$ cat src/rtl/pipeline_hazard_ctrl_pkg.sv
// pipeline_hazard_ctrl_pkg: shared types, defaults and helpers for the hazard sequencer.
package pipeline_hazard_ctrl_pkg;

    typedef enum logic [1:0] {
        RESET    = 2'd0,
        RUN      = 2'd1,
        MEM_WAIT = 2'd2
    } hazard_state_e;

    localparam int MEM_TIMEOUT_DEF     = 255;
    localparam int RST_SYNC_CYCLES_DEF = 2;

    typedef struct packed {
        logic stall_n_if;
        logic stall_n_id;
        logic stall_n_ex;
        logic flush_id;
        logic flush_ex;
        logic pc_redirect;
    } ctrl_t;

    localparam ctrl_t CTRL_HALT   = '{1'b0, 1'b0, 1'b0, 1'b0, 1'b0, 1'b0};
    localparam ctrl_t CTRL_RUN    = '{1'b1, 1'b1, 1'b1, 1'b0, 1'b0, 1'b0};
    localparam ctrl_t CTRL_JUMP   = '{1'b1, 1'b1, 1'b1, 1'b1, 1'b1, 1'b1};
    localparam ctrl_t CTRL_BUBBLE = '{1'b0, 1'b0, 1'b1, 1'b0, 1'b1, 1'b0};

    function automatic logic load_use_hit(
        input logic [4:0] rs1_addr,
        input logic [4:0] rs2_addr,
        input logic       rs1_used,
        input logic       rs2_used,
        input logic [4:0] rd_addr,
        input logic       reg_wen,
        input logic       is_load
    );
        return is_load && reg_wen && (rd_addr != 5'd0) &&
               ((rs1_used && rs1_addr == rd_addr) || (rs2_used && rs2_addr == rd_addr));
    endfunction

    function automatic logic [31:0] sat_inc32(input logic [31:0] v, input logic en);
        return (en && v != 32'hFFFF_FFFF) ? v + 32'd1 : v;
    endfunction

endpackage

$ cat src/rtl/pipeline_hazard_ctrl_rst_synchronizer.sv
// rst_synchronizer: async-assert, sync-release reset with a DEPTH-edge release delay.
module rst_synchronizer #(
    parameter int DEPTH = 2
) (
    input  logic clk,
    input  logic rst_n,
    output logic rst_sync,
    output logic expire
);

    logic [DEPTH-1:0] sr;
    logic [DEPTH-1:0] sr_next;

    assign sr_next = sr << 1;

    always_ff @(posedge clk or negedge rst_n) begin
        if (!rst_n) sr <= '1;
        else        sr <= sr_next;
    end

    assign rst_sync = sr[DEPTH-1];
    // High on the edge that will drop rst_sync, so the FSM leaves RESET in step with it.
    assign expire   = !sr_next[DEPTH-1];

endmodule

$ cat src/rtl/pipeline_hazard_ctrl.sv
// pipeline_hazard_ctrl: stall/flush sequencer for load-use, EX redirects and RAM waits,
// with a RAM-wait watchdog and saturating performance counters.
module pipeline_hazard_ctrl
    import pipeline_hazard_ctrl_pkg::*;
#(
    parameter int MEM_TIMEOUT     = MEM_TIMEOUT_DEF,
    parameter int RST_SYNC_CYCLES = RST_SYNC_CYCLES_DEF
) (
    input  logic        clk,
    input  logic        rst_n,
    input  logic [4:0]  rs1_addr_id,
    input  logic [4:0]  rs2_addr_id,
    input  logic        rs1_used_id,
    input  logic        rs2_used_id,
    input  logic [4:0]  rd_addr_ex,
    input  logic        reg_wen_ex,
    input  logic        ram_load_access_ex,
    input  logic        jump_ex,
    input  logic [31:0] jump_addr_ex,
    input  logic        ram_req_mem,
    input  logic        ram_ready,
    output logic        rst_sync,
    output logic        stall_n_if,
    output logic        stall_n_id,
    output logic        stall_n_ex,
    output logic        flush_id,
    output logic        flush_ex,
    output logic        pc_redirect,
    output logic [31:0] pc_target,
    output logic        mem_timeout_err,
    output logic [31:0] stall_cycles,
    output logic [31:0] flush_count
);

    localparam int WW = $clog2(MEM_TIMEOUT + 1);
    localparam logic [WW-1:0] WD_MAX = WW'(MEM_TIMEOUT);

    hazard_state_e state;
    hazard_state_e state_next;
    ctrl_t         ctrl;
    logic          sync_expire;
    logic          load_use;
    logic          freeze;
    logic          any_stall;
    logic [WW-1:0] wd_cnt;
    logic [WW-1:0] wd_next;

    rst_synchronizer #(.DEPTH(RST_SYNC_CYCLES)) u_rst_sync (
        .clk      (clk),
        .rst_n    (rst_n),
        .rst_sync (rst_sync),
        .expire   (sync_expire)
    );

    assign load_use = load_use_hit(rs1_addr_id, rs2_addr_id, rs1_used_id, rs2_used_id,
                                   rd_addr_ex, reg_wen_ex, ram_load_access_ex);

    // A ready RAM in MEM_WAIT releases the pipeline in that same cycle.
    assign freeze = !ram_ready && (state == MEM_WAIT || (state == RUN && ram_req_mem));

    always_comb begin
        state_next = state;
        state_next = (state == RESET) ? (sync_expire ? RUN : RESET) :
                     (state == RUN)   ? ((ram_req_mem && !ram_ready) ? MEM_WAIT : RUN) :
                                        (ram_ready ? RUN : MEM_WAIT);
    end

    always_comb begin
        ctrl = CTRL_HALT;
        if (!(state == RESET || rst_sync || freeze))
            ctrl = jump_ex ? CTRL_JUMP : (load_use ? CTRL_BUBBLE : CTRL_RUN);
    end

    assign stall_n_if  = ctrl.stall_n_if;
    assign stall_n_id  = ctrl.stall_n_id;
    assign stall_n_ex  = ctrl.stall_n_ex;
    assign flush_id    = ctrl.flush_id;
    assign flush_ex    = ctrl.flush_ex;
    assign pc_redirect = ctrl.pc_redirect;
    assign pc_target   = ctrl.pc_redirect ? jump_addr_ex : 32'd0;

    assign any_stall = (state != RESET) && !(ctrl.stall_n_if && ctrl.stall_n_id && ctrl.stall_n_ex);
    assign wd_next   = freeze ? ((wd_cnt == WD_MAX) ? wd_cnt : wd_cnt + 1'b1) : '0;

    always_ff @(posedge clk or negedge rst_n) begin
        if (!rst_n) begin
            state           <= RESET;
            wd_cnt          <= '0;
            mem_timeout_err <= 1'b0;
            stall_cycles    <= 32'd0;
            flush_count     <= 32'd0;
        end else begin
            state           <= state_next;
            wd_cnt          <= wd_next;
            mem_timeout_err <= mem_timeout_err || (wd_next == WD_MAX);
            stall_cycles    <= sat_inc32(stall_cycles, any_stall);
            flush_count     <= sat_inc32(flush_count, ctrl.pc_redirect);
        end
    end

endmodule

$ cat config.mk
export PLATFORM = sky130hd
export DESIGN_NAME = pipeline_hazard_ctrl
export DESIGN_NICKNAME = d
export VERILOG_FILES = /design/src/rtl/pipeline_hazard_ctrl_pkg.sv /design/src/rtl/pipeline_hazard_ctrl_rst_synchronizer.sv /design/src/rtl/pipeline_hazard_ctrl.sv
export SDC_FILE = /design/constraint.sdc
export NUM_CORES = 1
export LEC_CHECK = 0
export CORE_MARGIN = 2
export CORE_UTILIZATION = 40
export DETAILED_ROUTE_END_ITERATION = 10
export MAX_ROUTING_LAYER = met4
export PLACE_DENSITY = 0.74
export SETUP_SLACK_MARGIN = 0.4
export SYNTH_ARGS = -nofsm -noshare
export SYNTH_HDL_FRONTEND = slang
export SYNTH_HIERARCHICAL = 1
export SYNTH_SLANG_ARGS = --single-unit
export TNS_END_PERCENT = 50
$ cat constraint.sdc
create_clock -name clk -period 5.1 [get_ports clk]
set_clock_uncertainty 0.15 [all_clocks]
set_input_delay 0.765 -clock clk [delete_from_list [all_inputs] [get_ports clk]]
set_output_delay 0.765 -clock clk [all_outputs]
set_load 0.05 [all_outputs]
==> flow_summary.toml <==
[outcome]
outcome = "finished clean"

[setup_path]
worstReg2RegStart = "stall_cycles[25]"
cpMostUsedCell = "clkdlybuf4s50_1"
slowest_stage_delay_on_critical_path_ns = 0.81
logic_depth_of_the_worst_path_buffers_included = 7
crit_arrival_ns = 3.04
worst_ep_required_time_ns = 4.18
timing.reg2reg.worst_path_depth = 7
worstSetupPathType = "primary input to output port"
cpMaxStageDelayCell = "clkdlybuf4s50_1"
rr_endpoint = "stall_cycles[17]"
cp-start-kind = "primary input"
worst_path_dominant_cell_family = "buffers and inverters"
timing.critical_path.cells = "clkdlybuf4s50_1 -> a21oi_1 -> a211oi_4 -> buf_4 -> nand2_4 -> clkinv_4 -> clkdlybuf4s50_1"
cp-end-kind = "output port"
worst_path_buffer_plus_inverter_count = 4
worstPathMaxFanout = 36
rrSetupSlack_ns = 2.66

[clock_tree]
clkTransAtPathRegs_ns = 0.07
cts_hold_repair.buffers = 0
tritoncts = "done"
cts_buffers = 9
setup_bufs_post_cts = 0
clock_path_buffers = 2
cts_num_sinks = 77
worst_skew_pair.late_latency_ns = 0.34
ctsResizeCount = 0
clock_tree_root_buffer_cell = "clkbuf_8"
ctsHtreeMaxLevel = 3

[synth]
post_synth_mux_area_share_pct = 0.4718
synth_async_reset_ratio_pct = 100.0
synth_warn = 6
postSynth.topFlopCell = "dfrtp_1"
synth-compound-area-share_pct = 4.954
share_of_synthesized_cell_area_in_full_adder_half_adder_and_majority_cells_pct = 0.8847
synth-simple-area-share_pct = 29.40
syn-instance-count = 412
syn_avg_cell_area_um2 = 10.30
synthXorXnorAreaFrac_pct = 15.90
synthesis.nets = 471
netlist.area_leader.share_pct = 44.23
dominant_combinational_cell_family_by_area_after_synthesis = "simple AND/OR/NAND/NOR gates"
yosysUniqueCellTypes = 59
syn_area_um2 = 4243
post-synth-top-area-cell = "dfrtp_1"
top_cells_by_area_synth = "dfrtp_1 44%, xnor2_1 12%, and3_1 6.2%"
synth_edf_count = 0
ys_seq_area_share_pct = 45.47
postSynthRegisterBits = 77

[drt]
first_pass_iters = 5
avgRoutedWirePerCell_um = 15.37
drcViolationCount = 0
postRouteWirelength_um = 10900
via_per_inst = 5.197
num_vias = 3685
postRouteAntennaNets = 0
first_iter_violations = 136

[power_and_ir_drop]
sequentialPowerShare_pct = 40.0
power.switching_w = 0.0006287
pwr_density_cell_nw_per_um2 = 294.9
power.clock.fraction_pct = 31.0
ir_worst_vdd_mv = 0.2696
share_comb_of_total_power_pct = 29.0
leakage_power_of_the_design_nw = 2.618
p_sw_share_pct = 34.54
internal-power_w = 0.001191

[grt]
largest_net_degree_at_the_start_of_global_routing = 78
grt_antenna_before_repair = 0
vias_in_the_first_global_route = 3664
grt_usage_pct = 19.57
grt_first_pass_wirelength_um = 17550
overflow = 0

[timing]
grt_setup_unrepaired = "no"
timing_max_transition_violations_final = 0
fin_ws_ns = 1.145
max_clock_freq_ghz = 0.2529
finalCriticalPeriod_ns = 3.955
min_period_over_period_pct = 77.54
worst_slew_margin_rel_pct = 35.60
timing_worst_slew_pin_value_ns = 0.9630
hold_violations = 0
timing.final.setup_violations = 0
whs_ns = 0.2157
finalSetupTns_ns = 0

[floorplan]
design.portCount = 160
rows = 37
floorplan_core_area_um2 = 10320
floorplan.die_area_um2 = 11450
die_extent_in_x_um = 107.0
dieHeight_um = 107.0
initial_utilization_pct = 41.10

[final_layout]
area_growth_pct = 45.47
most-common-layout-cells = "158 x clkdlybuf4s50_1, 75 x dfrtp_1, 56 x xnor2_1, 42 x and3_1, 37 x nand2_1"
final_cells = 709
fillCellCount = 861
final_nets = 627
antennaDiodeCount = 0
drive_above_1_share_pct = 9.948
mostFrequentLayoutCell = "clkdlybuf4s50_1"

[placed_design]
dpl_worst_slack_ns = 1.159
placed_instances = 693
port_buffers = 159
post_dp_hpwl_um = 8059
gp_routability_congestion = 0.8910

[hold_path]
hold-path-endpoint = "u_rst_sync/sr[1]"
min-delay-start = "u_rst_sync/sr[0]"
min_delay_path_depth = 0
hold_path_class = "flop to flop"

[job]
maxCapViolCount = 0
## final cells by class
type	count	area, um2	share of cell area [%]
inverter	8	35.03	0.5676
tap	136	170.2	2.757
multi-input combinational	312	2193	35.54
timing repair buffer	160	1597	25.87
clock inverter	5	106.4	1.723
sequential	77	1929	31.26
clock buffer	11	141.4	2.291
## cells in the mapped netlist (4+ instances only)
cell / n
nor2_1: 29
xnor2_1: 56
clkbuf_1: 8
nand2_1: 37
nand4_1: 20
and4_1: 6
nand3_2: 5
xor2_1: 21
nor4_1: 5
nor3_2: 6
nor3_1: 7
dfrtp_1: 75
nand3_1: 25
inv_1: 7
and3_1: 42
a21oi_1: 4
## sequential cells by signal, indices dropped and copies added, names as in the netlist
name and flops:
u_rst_sync/sr 2, mem_timeout_err 1, flush_count 32, wd_cnt 8
state 2, stall_cycles 32
## power groups by stage
stage | clock [W] | combinational (W) | sequential, W
2_1_floorplan | 0 | 0.000198 | 0.000868
5_1_grt | 0.000607 | 0.000556 | 0.000736
3_3_place_gp | 0 | 0.000522 | 0.000736
6_report | 0.000565 | 0.000527 | 0.000728
3_5_place_dp | 0 | 0.000530 | 0.000736
4_1_cts | 0.000579 | 0.000531 | 0.000726
## kinds of logic (layout without fill, tap and decap cells)
group,Yosys count,in the layout
simple gates,206,206
xor+xnor,77,77
flops,77,77
compound gates,23,23
buf+inv,23,184
fa+ha+maj,3,3
mux,2,2
other cells,1,1
## metrics by stage
step / power, W / area, um2 / util (%)
5_1_grt: 0.001898 / 6172 / 59.79
4_1_cts: 0.001836 / 6172 / 59.79
3_3_place_gp: 0.001258 / 5924 / 57.39
3_5_place_dp: 0.001266 / 5924 / 57.39
2_1_floorplan: 0.001066 / 4243 / -
6_report: 0.001820 / 6172 / 59.79
## worst reg2reg max path: stages (launching register included)
cell	delay (ns)
dfrtp_1	0.44
and3_1	0.24
and4_1	0.26
nand3_1	0.15
nor2_1	0.12
a21oi_2	0.59
nand4_1	0.21
xnor2_1	0.16
## metal layers
layer  GRT usage [%]  wire length, um  vias to the layer above
li1                -                -                     1751
met1           23.57             4629                     1825
met2           33.76             5773                       99
met3           4.620              389                       10
met4           3.989              102                        0
met5               -                0                        -
## how the worst max path moves through the flow
stage                      startpoint          end  slack, ns
after floorplan           ram_req_mem   stall_n_if       1.44
after global placement      ram_ready  pc_redirect       1.20
after detailed placement    ram_ready     flush_id       1.16
after CTS                   ram_ready     flush_id       1.15
after global routing        ram_ready     flush_id       1.04
final                       ram_ready     flush_id       1.15
Note: power is estimated with default switching activity, not from simulation.
